### src/rtl/acc_s.sv
// acc_s: saturating signed block accumulator.
//   Sums LEN consecutive signed samples per block. Each addition saturates
//   to the WIDTH-bit signed range. Sticky per-block overflow/underflow flags
//   are returned with the block sum over a valid/ready handshake.
// Ports:
//   clk       - clock, all state updates on rising edge
//   rst       - synchronous active-high reset
//   clr       - synchronous abandon of the partial block
//   in_valid  - in_data valid
//   in_ready  - a sample is accepted this cycle when in_valid is also high
//   in_data   - signed sample (WIDTH bits)
//   out_valid - block result valid
//   out_ready - consumer accepts result
//   out_sum   - signed saturated block sum (WIDTH bits)
//   out_of    - some step of the block saturated positive
//   out_uf    - some step of the block saturated negative
module acc_s #(
    parameter int WIDTH = 4,
    parameter int LEN   = 4
) (
    input  logic             clk,
    input  logic             rst,
    input  logic             clr,
    input  logic             in_valid,
    output logic             in_ready,
    input  logic [WIDTH-1:0] in_data,
    output logic             out_valid,
    input  logic             out_ready,
    output logic [WIDTH-1:0] out_sum,
    output logic             out_of,
    output logic             out_uf
);

    localparam int CW = (LEN > 1) ? $clog2(LEN) : 1;
    localparam logic [CW-1:0] LAST = CW'(LEN - 1);

    typedef enum logic {ACC, HOLD} state_t;

    state_t           r_state;
    logic [WIDTH-1:0] r_acc;
    logic [CW-1:0]    r_cnt;
    logic             r_of;
    logic             r_uf;
    logic             r_valid;
    logic [WIDTH-1:0] r_sum;
    logic             r_oof;
    logic             r_ouf;

    logic             w_accept;
    logic [WIDTH:0]   w_s;
    logic             w_pos;
    logic             w_neg;
    logic [WIDTH-1:0] w_step;
    logic             w_of;
    logic             w_uf;

    assign in_ready = !rst && !clr && (r_state == ACC || out_ready);
    assign w_accept = in_valid && in_ready;

    // One extra bit of headroom: the two top bits disagree exactly when the
    // true sum leaves the WIDTH-bit signed range.
    assign w_s   = {r_acc[WIDTH-1], r_acc} + {in_data[WIDTH-1], in_data};
    assign w_pos = !w_s[WIDTH] &&  w_s[WIDTH-1];
    assign w_neg =  w_s[WIDTH] && !w_s[WIDTH-1];
    assign w_of  = r_of | w_pos;
    assign w_uf  = r_uf | w_neg;

    always_comb begin
        w_step = w_s[WIDTH-1:0];
        if (w_pos)
            w_step = {1'b0, {(WIDTH-1){1'b1}}};
        else if (w_neg)
            w_step = {1'b1, {(WIDTH-1){1'b0}}};
    end

    always_ff @(posedge clk) begin
        if (rst) begin
            r_state <= ACC;
            r_acc   <= '0;
            r_cnt   <= '0;
            r_of    <= 1'b0;
            r_uf    <= 1'b0;
            r_valid <= 1'b0;
            r_sum   <= '0;
            r_oof   <= 1'b0;
            r_ouf   <= 1'b0;
        end else begin
            // Result consumed; a completing accept below overrides this.
            if (r_state == HOLD && out_ready) begin
                r_state <= ACC;
                r_valid <= 1'b0;
            end
            if (clr) begin
                r_acc <= '0;
                r_cnt <= '0;
                r_of  <= 1'b0;
                r_uf  <= 1'b0;
            end else if (w_accept) begin
                if (r_cnt == LAST) begin
                    r_sum   <= w_step;
                    r_oof   <= w_of;
                    r_ouf   <= w_uf;
                    r_valid <= 1'b1;
                    r_state <= HOLD;
                    r_acc   <= '0;
                    r_cnt   <= '0;
                    r_of    <= 1'b0;
                    r_uf    <= 1'b0;
                end else begin
                    r_acc <= w_step;
                    r_cnt <= r_cnt + CW'(1);
                    r_of  <= w_of;
                    r_uf  <= w_uf;
                end
            end
        end
    end

    assign out_valid = r_valid;
    assign out_sum   = r_sum;
    assign out_of    = r_oof;
    assign out_uf    = r_ouf;

endmodule

### config.mk
export PLATFORM = sky130hd
export DESIGN_NAME = acc_s
export DESIGN_NICKNAME = d
export VERILOG_FILES = /design/src/rtl/acc_s.sv
export SDC_FILE = /design/constraint.sdc
export NUM_CORES = 1
export LEC_CHECK = 0
export CORE_UTILIZATION = 33
export CTS_BUF_LIST = sky130_fd_sc_hd__clkbuf_8
export DETAILED_ROUTE_END_ITERATION = 8
export DONT_BUFFER_PORTS = 1
export RECOVER_POWER = 25
export SYNTH_ARGS = -nofsm -noshare
export SYNTH_HDL_FRONTEND = slang
export SYNTH_SLANG_ARGS = --single-unit
### constraint.sdc
create_clock -name clk -period 2.21 [get_ports clk]
set_input_delay 0.5525 -clock clk [delete_from_list [all_inputs] [get_ports clk]]
set_output_delay 0.5525 -clock clk [all_outputs]
set_load 0.01 [all_outputs]
# After elaboration in Yosys (flattened, before gate mapping)

Index checks and enable logic that the tools add are counted.

$add $sub $neg: 2
Multipliers: 0
Divide/modulo/power cells: 0
Order comparisons: 0
Eq/ne operators: 1
Shift operators: 0
Mux-type cells: 14
Bitwise logic cells: 4
Reductions and logical operators: 13

Operator list:

| cell                  | number |
|---|---|
| $mux W4               | 3 |
| $mux W1               | 10 |
| $logic_and A1 B1 Y1   | 6 |
| $add A4 B4 Y5         | 1 |
| $logic_not A1 Y1      | 4 |
| $reduce_and A3 Y1     | 1 |
| $add A2 B1 Y2 const B | 1 |
| $eq A2 B2 Y1 const B  | 1 |
| $mux W2               | 1 |
| $not A1 Y1            | 2 |
| $or A1 B1 Y1          | 2 |
| $reduce_or A2 Y1      | 1 |
| $logic_or A1 B1 Y1    | 1 |

Register bits after elaboration: 16
Latch bits: 0
Memory bits (writable): 0
Bits in read-only memories: 0
Bits of input ports: 9
Output and inout port bits: 8
Logic and storage cells: 43
Memories kept: 0

# Depth between registers and ports, before layout

Word-level depth: 6
Mapped depth: 6

# Least setup slack after synthesis

Ideal clock, no wire load.

Path type: input port to flip-flop
From: in in_data[0]
To: reg r_sum[2], in the netlist out_sum[2]
Library setup time: 0.095 ns
Arrival: 2.110 ns
Required time: 2.115 ns
Slack: 0.005 ns
Stages on the path: 5
Buffers on the path: 0
Path through: ha_1 -> fa_1 -> maj3_1 -> o311a_1 -> a221oi_1

Cells in the longest elaborated chain, start to end: 5
Elaborated cells between the ends (all ways): 7

RTL lines:

| item                 | line | text |
|---|---|---|
| start, declared      | 26   | `input logic [WIDTH-1:0] in_data,` |
| $add A4 B4 Y5 *      | 62   | `assign w_s = {r_acc[WIDTH-1], r_acc} + {in_data[WIDTH-1], in_data};` |
| $logic_not A1 Y1     | 64   | `assign w_neg = w_s[WIDTH] && !w_s[WIDTH-1];` |
| $logic_and A1 B1 Y1  | 64   |  |
| $mux W4              | 72   | `else if (w_neg)` |
| $mux W4 *            | 70   | `if (w_pos)` |
| end signal, assigned | 100  | `r_sum <= w_step;` |
| end, declared        | 45   | `logic [WIDTH-1:0] r_sum;` |

Mark *: on every way between the ends. The rest lies on a longest branch, timed or not.
A chain may end at the register's enable or synchronous reset.

# Final worst setup path

From: reg r_acc[1]
To: reg r_sum[0], in the netlist out_sum[0]

Cells in the longest elaborated chain, start to end: 5
Elaborated cells between the ends (all ways): 7

RTL lines:

| item                   | line | text |
|---|---|---|
| start, declared        | 40   | `logic [WIDTH-1:0] r_acc;` |
| start signal, assigned | 110  | `r_acc <= w_step;` |
| $add A4 B4 Y5 *        | 62   |  |
| $logic_not A1 Y1       | 64   |  |
| $logic_and A1 B1 Y1    | 64   |  |
| $mux W4                | 72   |  |
| $mux W4 *              | 70   |  |

Marks and branches as above.

==> flow_summary_export.csv <==
group,metric,value,unit
power_and_ir_drop,seqPwrFrac,46.9,%
critical_path,slowest_stage,"a2111oi_0",
die,die_area,3090,um^2
timing,rsz0062_at_grt,"false",
clocking,cts_hold_buf,0,
die,ios,17,
clocking,cts_tree,"done",
yosys,synth.avg_cell_area,8.78,um^2
global_routing,grt_max_degree,11,
yosys,synth-async-reset-ratio,0,%
yosys,synth_commonest_cells,"dfxtp_1 (16), a21oi_1 (9), inv_1 (8), nand2_1 (8), nor2_1 (7)",
yosys,synth_area_leaders,"dfxtp_1 (34%), ha_1 (6.6%), a21oi_1 (4.7%)",
critical_path,worstPathRequired,2.34,ns
power_and_ir_drop,p_int,0.484,mW
place,dp_hpwl,1.57,mm
final_layout,finalNonFillerCells,143,
clocking,numCtsBuffers,3,
status,status,"finished clean",
yosys,synth_top_cell_by_area,"dfxtp_1",
final_layout,drive_above_1_share,14.3,%
place,dpl_cell_area,990,um^2
yosys,synth_warnings,0,
final_layout,fin_nets,128,
critical_path,cp_data_arrival_time,2.09,ns
timing,fin_skew,0.00155,ns
hold_path,hold_path_class,"input pin to flip-flop",
timing,slew_headroom,64.9,%
yosys,synth_most_common_cell,"dfxtp_1",
global_routing,grt_pass1_vias,750,
yosys,synth_area,948,um^2
timing,slew_violations,0,
timing,fin_crit,1.96,ns
die,die_h,55.6,um
timing,tightest_slew,0.513,ns
timing,setup-violations-final,0,
final_layout,syn_to_final_growth,9.76,%
place,placedCellCount,139,
detailed_routing,drt-pass1-iter-count,4,
critical_path,cp_num_buf_inv,0,
die,fp.dieW,55.6,um
job,maxCapViolations,0,
place,dp_slack,0.0137,ns
final_layout,diodes,0,
clocking,clockRootBuffer,"clkbuf_8",
detailed_routing,drtIter0Drc,8,
die,rows,19,
power_and_ir_drop,p_clk_share,41.1,%
critical_path,crit_chain,"ha_1 > a21o_1 > a2111oi_0 > or2_0 > o31ai_1",
timing,final_hold_viol_count,0,
detailed_routing,num_vias,799,
power_and_ir_drop,irDropWorstVdd,0.000557,V
yosys,ys_seq_area_share,33.8,%
yosys,yosysTopAreaCellShare,33.8,%
power_and_ir_drop,p_switching,0.145,mW
detailed_routing,drtAntennaViolNets,0,
final_layout,stdcell_area,1040,um^2
detailed_routing,post_drt_wl_per_cell,13.8,um
die,start_util,34.7,%
critical_path,worstPathMaxFanout,5,
clocking,htreeDepth,1,
yosys,synthCells,108,
power_and_ir_drop,combPwrFrac,12.0,%
clocking,cts.sinks,16,
clocking,cts_resized,0,
yosys,ys_types,44,
place,port_buffers,0,
critical_path,worst_setup_path_end_kind,"flip-flop",
clocking,post_cts_buffers,0,
yosys,synth_fp_nets,123,
die,core,2730,um^2
global_routing,overflow,0,
power_and_ir_drop,p_sw_share,23.1,%
yosys,synth_edf_count,0,
global_routing,grt_pass1_wl,3.26,mm
power_and_ir_drop,p_per_area,604,nW/um^2
timing,finalCritPeriodShare,88.9,%
critical_path,worst_setup_path_start_kind,"flip-flop",
clocking,clk_path_buf_depth,2,
critical_path,criticalPathCategory,"flip-flop to flip-flop",
power_and_ir_drop,p_leak,0.416,nW
clocking,worstSkewPairLatency,0.25,ns
global_routing,antenna_found_initial,0,
detailed_routing,drcViolationCount,0,
yosys,ys_ff_latch,16,
timing,setup_slack,0.246,ns
place,routabilityCongestion,0.812,
critical_path,cpPeakStageDelay,0.53,ns
power_and_ir_drop,finalPower,0.629,mW
global_routing,track_usage,14.0,%
timing,finalSetupTns,0,ns
detailed_routing,routed_via_density,5.59,
timing,fmax,0.509,GHz
critical_path,path_delay_family,"compound AO/OA/AOI/OAI gates",
clocking,clk_pin_slew,0.06,ns
yosys,ys.flop_type,"dfxtp_1",
timing,hold_ws,0.361,ns
final_layout,final_util,38.1,%
detailed_routing,wl,1.97,mm
final_layout,nFillCells,283,
==> registers in the layout, summed over array words and instances, names as in the netlist <==
register,cells
out_of,1
r_uf,1
r_of,1
out_sum,4
out_uf,1
r_state,1
r_cnt,2
r_acc,4
out_valid,1
==> layout by cell type, fill, tap and decap left out, types with 2 or more instances in the layout <==
cell	synthesis	routed
o31ai_1	5	5
buf_4	2	4
clkbuf_8	0	4
nor3_1	3	3
nor4_1	2	2
nand3b_1	2	2
o21ai_0	2	2
nor2_1	7	7
nand3_1	4	4
ha_1	5	5
nor2b_1	3	3
and2b_2	2	2
a221oi_1	2	2
nand2_1	8	8
dfxtp_1	16	16
a21oi_1	9	9
inv_1	8	8
==> power groups by stage <==
stage | clock network, mW | logic (mW) | registers, mW
final | 0.258 | 0.0756 | 0.295
after global routing | 0.284 | 0.0843 | 0.296
after CTS | 0.270 | 0.0767 | 0.295
after detailed placement | 0 | 0.0763 | 0.302
after global placement | 0 | 0.0734 | 0.302
after floorplan | 0 | 0.0651 | 0.301
==> per-layer routing <==
| metal | GRT usage (%) | routed length, um | part of all wire, % | vias up |
|---|---|---|---|---|
| met5 | 0 | 0 | 0 | - |
| met4 | 7.50 | 38 | 1.9 | 0 |
| met3 | 6.05 | 104 | 5.3 | 4 |
| met1 | 17.0 | 912 | 46 | 375 |
| li1 | - | - | - | 404 |
| met2 | 21.0 | 914 | 46 | 16 |
==> final cells by class <==
cell class / count / area, um^2 / area share [%]
clock buffers: 4 / 55.1 / 5.29
inverters: 8 / 30.0 / 2.88
multi-input cells: 79 / 563 / 54.1
flip-flops and latches: 16 / 320 / 30.8
well taps: 31 / 38.8 / 3.73
repair buffers: 5 / 33.8 / 3.25
==> final timing paths <==
kind	startpoint	end	slack (ns)	depth (start not counted)
hold / removal	rst	out_valid	0.36	1
setup reg to reg	r_acc[1]	out_sum[0]	0.25	5
hold reg to reg	r_uf	r_uf	0.45	2
setup / recovery	r_acc[1]	out_sum[0]	0.25	5
==> cells by family (layout without fill, tap and decap cells) <==
logic type               after synthesis  count (layout)  synth area share, %
flip-flops                            16              16                 33.8
AND/OR/NAND/NOR                       41              41                 24.4
buffers and inverters                 13              17                 6.86
adder cells (fa/ha/maj)                7               7                 9.76
multiplexers                           2               2                 2.24
AO/OA/AOI/OAI                         29              29                 23.0
Note: power is estimated with default switching activity, not from simulation.
